## src/rtl/ifu_fetch.sv

```systemverilog
// ifu_fetch: instruction fetch unit on the producer side of the fetch/decode
// boundary. It holds the PC and keeps at most one instruction memory request
// in flight. Each fetched instruction is handed to IF/ID over valid/ready,
// tagged with its PC. A redirect from execute overrides the PC. It also
// squashes any fetch that is in flight or held at the output.
module ifu_fetch #(
   parameter int              XLEN     = 64,
   parameter logic [XLEN-1:0] RESET_PC = 64'h0000_0000_8000_0000
) (
   input  logic            clk,
   input  logic            rst,
   output logic            imem_req_valid,
   input  logic            imem_req_ready,
   output logic [XLEN-1:0] imem_req_addr,
   input  logic            imem_rsp_valid,
   input  logic [31:0]     imem_rsp_data,
   output logic            inst_valid,
   input  logic            inst_ready,
   output logic [31:0]     Inst,
   output logic [XLEN-1:0] inst_pc,
   input  logic            redirect_valid,
   input  logic [XLEN-1:0] redirect_pc
);

   typedef enum logic [1:0] {
      ST_IDLE = 2'd0,
      ST_REQ  = 2'd1,
      ST_WAIT = 2'd2,
      ST_HOLD = 2'd3
   } state_t;

   localparam logic [31:0]     NOP_INST   = 32'h0000_0013;
   localparam logic [XLEN-1:0] PC_STEP    = XLEN'(64'd4);
   localparam logic [XLEN-1:0] ALIGN_MASK = ~(XLEN'(64'd3));

   state_t            state_r;
   state_t            state_s;
   logic [XLEN-1:0]   pc_r;
   logic [XLEN-1:0]   pc_s;
   logic              drop_r;
   logic              drop_s;
   logic              inst_valid_r;
   logic              inst_valid_s;
   logic [31:0]       inst_r;
   logic [31:0]       inst_s;
   logic [XLEN-1:0]   inst_pc_r;
   logic [XLEN-1:0]   inst_pc_s;
   logic [XLEN-1:0]   redirect_target_s;

   assign redirect_target_s = redirect_pc & ALIGN_MASK;

   // State and datapath registers; async reset returns everything to the post-reset fetch point.
   always_ff @(posedge clk or negedge rst) begin
      if (!rst) begin
         state_r      <= ST_IDLE;
         pc_r         <= RESET_PC;
         drop_r       <= 1'b0;
         inst_valid_r <= 1'b0;
         inst_r       <= NOP_INST;
         inst_pc_r    <= '0;
      end else begin
         state_r      <= state_s;
         pc_r         <= pc_s;
         drop_r       <= drop_s;
         inst_valid_r <= inst_valid_s;
         inst_r       <= inst_s;
         inst_pc_r    <= inst_pc_s;
      end
   end

   // Next-state logic; a redirect outranks every normal transition.
   always_comb begin
      state_s      = state_r;
      pc_s         = pc_r;
      drop_s       = drop_r;
      inst_valid_s = inst_valid_r;
      inst_s       = inst_r;
      inst_pc_s    = inst_pc_r;
      if (redirect_valid) begin
         pc_s         = redirect_target_s;
         inst_valid_s = 1'b0;
         case (state_r)
            ST_IDLE: begin
               state_s = ST_REQ;
            end
            ST_HOLD: begin
               // Held instruction is discarded even if decode accepts it this cycle.
               state_s = ST_REQ;
            end
            ST_REQ: begin
               if (imem_req_ready) begin
                  // The old-PC request was accepted; its response must be thrown away.
                  state_s = ST_WAIT;
                  drop_s  = 1'b1;
               end else begin
                  state_s = ST_REQ;
               end
            end
            ST_WAIT: begin
               if (imem_rsp_valid) begin
                  state_s = ST_REQ;
                  drop_s  = 1'b0;
               end else begin
                  state_s = ST_WAIT;
                  drop_s  = 1'b1;
               end
            end
            default: begin
               state_s = ST_IDLE;
            end
         endcase
      end else begin
         case (state_r)
            ST_IDLE: begin
               state_s = ST_REQ;
            end
            ST_REQ: begin
               if (imem_req_ready) begin
                  state_s = ST_WAIT;
               end else begin
                  state_s = ST_REQ;
               end
            end
            ST_WAIT: begin
               if (imem_rsp_valid) begin
                  if (drop_r) begin
                     drop_s  = 1'b0;
                     state_s = ST_REQ;
                  end else begin
                     inst_s       = imem_rsp_data;
                     inst_pc_s    = pc_r;
                     pc_s         = pc_r + PC_STEP;
                     inst_valid_s = 1'b1;
                     state_s      = ST_HOLD;
                  end
               end else begin
                  state_s = ST_WAIT;
               end
            end
            ST_HOLD: begin
               if (inst_ready) begin
                  inst_valid_s = 1'b0;
                  state_s      = ST_REQ;
               end else begin
                  state_s = ST_HOLD;
               end
            end
            default: begin
               state_s = ST_IDLE;
            end
         endcase
      end
   end

   assign imem_req_valid = (state_r == ST_REQ);
   assign imem_req_addr  = pc_r;
   assign inst_valid     = inst_valid_r;
   assign Inst           = inst_r;
   assign inst_pc        = inst_pc_r;

endmodule

```

## config.mk

```make
export PLATFORM = sky130hd
export DESIGN_NAME = ifu_fetch
export DESIGN_NICKNAME = d
export VERILOG_FILES = /design/src/rtl/ifu_fetch.sv
export SDC_FILE = /design/constraint.sdc
export NUM_CORES = 1
export LEC_CHECK = 0
export ABC_AREA = 1
export CORE_UTILIZATION = 50
export DETAILED_ROUTE_END_ITERATION = 10
export PLACE_DENSITY = 0.95
export SETUP_SLACK_MARGIN = 0.02
export SYNTH_ARGS = -nofsm -noshare
export SYNTH_HDL_FRONTEND = slang
export SYNTH_SLANG_ARGS = --single-unit
```

## constraint.sdc

```tcl
create_clock -name clk -period 2.5 [get_ports clk]
set_input_delay 0.5 -clock clk [delete_from_list [all_inputs] [get_ports clk]]
set_output_delay 0.5 -clock clk [all_outputs]
set_load 0.1 [all_outputs]
```

== Word level (Yosys, flattened, before mapping) ==
Index checks and enable logic that the tools add are counted.
W data, S select, Z words.
Storage, ports and cells
  bits in registers: 164
  input bits: 102
  output and inout bits: 162
  word-level logic and storage cells: 50
Operators by class
  $add $sub $neg: 1
  eq/ne operators: 8
  mux-type cells: 23
  bitwise operators: 2
  reduce and logical (&&, ||, !) cells: 10
Operator list (count)
  $mux W64: 4
  $add A64 B3 Y64 const B: 1
  $mux W2: 6
  $ne A3 B3 Y1 const B: 4
  $reduce_and A4 Y1: 3
  $mux W1: 9
  $pmux W2 S4: 1
  $pmux W2 S3: 1
  $reduce_bool A2 Y1: 3
  $eq A2 B2 Y1 const B: 2
  $pmux W1 S2: 2
  $reduce_and A3 Y1: 1
  $reduce_bool A3 Y1: 1
  $eq A2 B1 Y1 const B: 1
  $logic_not A2 Y1: 1
  $ne A2 B2 Y1 const B: 1
  $not A1 Y1: 2
  $reduce_or A2 Y1: 1

== Longest topological paths before layout ==
  depth after elaboration: 5
  mapped depth: 12
  gate-level depth less buffers: 12

== Least setup slack after synthesis ==
OpenSTA, ideal clock, no wires.
  kind: flip-flop to flip-flop
  start: register pc_r[2], in the netlist imem_req_addr[2]
  end: register pc_r[50], in the netlist imem_req_addr[50]
  library setup time: 0.127 ns
  data arrival time: 2.153 ns
  data required time: 2.373 ns
  slack: 0.220 ns
  cell stages (with the launch flop): 11
  buffers on the path: 0
  clock period less this slack: 2.280 ns
  path through: dfrtp_1 > ha_1 > inv_1 > nor2_4 > nand2_4 > nor2_4 > nand2_1 > inv_2 > nand3_1 > nand3_1 > nand3_1
Between the ends
  cells in the longest elaborated chain, start to end: 5
RTL lines
  start, declared: RTL line 38  | logic [XLEN-1:0] pc_r;
  start signal, assigned: RTL line 63  | pc_r <= pc_s;
  $add A64 B3 Y64: RTL line 132  | pc_s = pc_r + PC_STEP;
  $mux W64: RTL line 126  | if (drop_r) begin
  $mux W64: RTL line 125  | if (imem_rsp_valid) begin
  $mux W64: RTL line 113  | case (state_r)
  $mux W64: RTL line 79  | if (redirect_valid) begin
No other way between the ends. The select of a mux whose other input is x is not followed.
A chain may end at the register's enable or synchronous reset.

== Final worst setup path ==
  start: register pc_r[2], in the netlist imem_req_addr[2]
  end: register pc_r[60], in the netlist imem_req_addr[60]
The elaborated chain is that of the path after synthesis.

==> impl_metrics.env <==
export IMPL_overflow=0
export IMPL_ys_warn_count=0
export IMPL_fp_dieH_um=133
export IMPL_dp_hpwl_mm=22.5
export IMPL_min_period_ns=2.14
export IMPL_syn_area_um2=8640
export IMPL_viasPerCell=5.41
export IMPL_clkSinkCount=160
export IMPL_fin_util=0.698
export IMPL_setup_viol=0
export IMPL_startpoint_type="flop"
export IMPL_antenna_found_initial=0
export IMPL_hold_buffers=0
export IMPL_drc=0
export IMPL_worst_ep_required_time_ns=2.87
export IMPL_post_drt_wl_per_cell_um=17.4
export IMPL_end_kind="flop"
export IMPL_cts_resized=0
export IMPL_ios=264
export IMPL_slew_violations=0
export IMPL_rsz0062_at_grt="false"
export IMPL_finalInstanceArea_um2=11700
export IMPL_synth_cell_types=39
export IMPL_ys_seq_area_frac=0.464
export IMPL_ys_async_sr_fraction=1.00
export IMPL_tightest_slew_ns=0.586
export IMPL_critPathArrivalTime_ns=2.51
export IMPL_timing_fmax_mhz=467
export IMPL_irDropWorstVdd_mv=1.33
export IMPL_min_path_type="in -> async"
export IMPL_place_inst=1665
export IMPL_post_route_period_util=0.857
export IMPL_dieWidth_um=133
export IMPL_synth_top_area_share=0.452
export IMPL_reg2reg_from="imem_req_addr[2]$_DFFE_PN0P_"
export IMPL_drtAntennaViolNets=0
export IMPL_insertion_delay_ns=0.43
export IMPL_dieArea_um2=17800
export IMPL_cap_violations=0
export IMPL_numPortBuffers=257
export IMPL_grt_max_degree=67
export IMPL_cts_buffer_depth=2
export IMPL_area_growth_pct=35.0
export IMPL_ctsHtreeMaxLevel=4
export IMPL_finalHoldViolations=0
export IMPL_dpl_instance_area_um2=11100
export IMPL_core_area_um2=16700
export IMPL_synth_edf_count=0
export IMPL_cts_root_buf="clkbuf_16"
export IMPL_track_usage=0.338
export IMPL_synth_ff_type="dfrtp_1"
export IMPL_diodes=0
export IMPL_path_class="reg -> reg"
export IMPL_initial_core_util=0.517
export IMPL_grt_pass1_wl_mm=46.2
export IMPL_startpoint="imem_req_addr[2]$_DFFE_PN0P_"
export IMPL_synth_area_leaders="dfrtp_1 (45%), nand2_1 (23%), nor2_1 (4.9%)"
export IMPL_grt_pass1_vias=8791
export IMPL_drt_wl_total_mm=29.5
export IMPL_finalClockSkew_ns=0.0101
export IMPL_clkTransAtPathRegs_ns=0.07
export IMPL_whs_ns=0.0473
export IMPL_avgSynthCellArea_um2=7.13
export IMPL_dpl_worst_slack_ns=0.231
export IMPL_p_leak_nw=5.85
export IMPL_synth_top_area_cell="dfrtp_1"
export IMPL_cts_made_buffers=17
export IMPL_nets=1571
export IMPL_cts_setup_buffers=0
export IMPL_slew_headroom=0.610
export IMPL_gp_congestion=0.957
export IMPL_status="finished clean"
export IMPL_via_count=9189
export IMPL_final_cells=1697
export IMPL_drt_first_pass_iters=6
export IMPL_p_per_area_nw_per_um2=1330
export IMPL_fin_setup_tns_ns=0
export IMPL_drt_iter0_markers=751
export IMPL_totalPowerFinal_mw=15.5
export IMPL_ys_ff_latch=160
export IMPL_cts_tree="built"
export IMPL_rows=47
export IMPL_drive_gt1_frac=0.173
export IMPL_path_max_fanout=6
export IMPL_postSynthCellCount=1212
export IMPL_setup_ws_ns=0.357
kinds of logic (layout without fill, tap and decap cells):
group                      Yosys count  after routing  share of synthesized area
AOI/OAI and AO/OA                  137            137                     0.0953
xor gates and xnor gates             1              1                    0.00101
adders and majority gates            5              5                    0.00724
buffers and inverters              144            406                     0.0679
DFF                                160            160                      0.464
other                                1              4                   0.000434
and+or+nand+nor                    764            764                      0.364
sequential cells by signal, summed over array words and instances (netlist names):
signal         cells
imem_req_addr     62
inst_pc           62
Inst              32
state_r            2
drop_r             1
inst_valid         1
cell usage in the layout, fill, tap and decap left out, types with 3 or more instances in the layout:
cell type and n:
nand2_4 3, buf_12 5, nor2_2 13, a31oi_1 5, o21ai_0 76, o21ai_1 13
inv_2 4, buf_4 173, inv_6 3, dfrtp_1 156, clkdlybuf4s50_1 97, nand2_1 532
conb_1 4, nand2_2 8, clkbuf_1 3, clkinv_4 4, nor2_4 6, a22oi_1 8
dfstp_2 4, nor2_1 113, o2111ai_1 18, nand3_1 73, clkbuf_16 17, ha_1 5
a21oi_1 6, nand4_1 6, o221ai_1 5, inv_1 93
area by class of cell:
| class | count | area [um2] |
|---|---|---|
| Fill cell | 1324 | 5040 |
| Multi-Input combinational cell | 911 | 4060 |
| Sequential cell | 160 | 4010 |
| Timing Repair Buffer | 277 | 2390 |
| Clock buffer | 22 | 464 |
| Inverter | 97 | 364 |
| Tap cell | 220 | 275 |
| Clock inverter | 10 | 104 |
power breakdown:
part | switching (mW) | internal (mW) | total (mW)
Combinational | 7.24 | 1.66 | 8.89
Sequential | 0.675 | 3.41 | 4.09
Clock | 1.09 | 1.44 | 2.53
Total | 9.00 | 6.50 | 15.5
worst max-delay path: stages, from the launching register on:
cell and delay [ns]:
dfrtp_1 0.45, ha_1 0.28, inv_1 0.10, nor2_4 0.19
nand3_2 0.21, nor2_1 0.44, nand3_1 0.15, nand3_1 0.13
nand2_1 0.08, nand2_1 0.06
worst paths after layout:
| check | to | slack [ns] | cells after the start |
|---|---|---|---|
| setup / recovery | imem_req_addr[60]$_DFFE_PN0P_ | 0.36 | 9 |
| hold / removal | Inst[30]$_DFFE_PN0P_ | 0.05 | 1 |
| setup reg to reg | imem_req_addr[60]$_DFFE_PN0P_ | 0.36 | 9 |
| min in group clk | Inst[0]$_DFFE_PN1P_ | 0.48 | 2 |
| hold reg to reg | Inst[0]$_DFFE_PN1P_ | 0.48 | 2 |
| max in group asynchronous | imem_req_addr[31]$_DFFE_PN1P_ | 1.71 | 2 |
synthesized netlist by cell type, drive strengths merged, types with 2 or more instances:
library cell and instances:
nand2 543, dfrtp 156, nor2 133, inv 97, o21ai 90, nand3 75
buf 29, clkbuf 18, o2111ai 18, a22oi 8, a21oi 6, nand4 6
a31oi 5, ha 5, o221ai 5, dfstp 4, nor3 3, or2 2
layer usage:
metal | GRT usage | up-vias | part of all wire
met5 | 0 | - | 0
met1 | 0.437 | 4243 | 0.40
li1 | - | 4352 | -
met2 | 0.553 | 515 | 0.47
met3 | 0.0670 | 79 | 0.088
met4 | 0.148 | 0 | 0.037
Power figures use the tool's default switching activity.
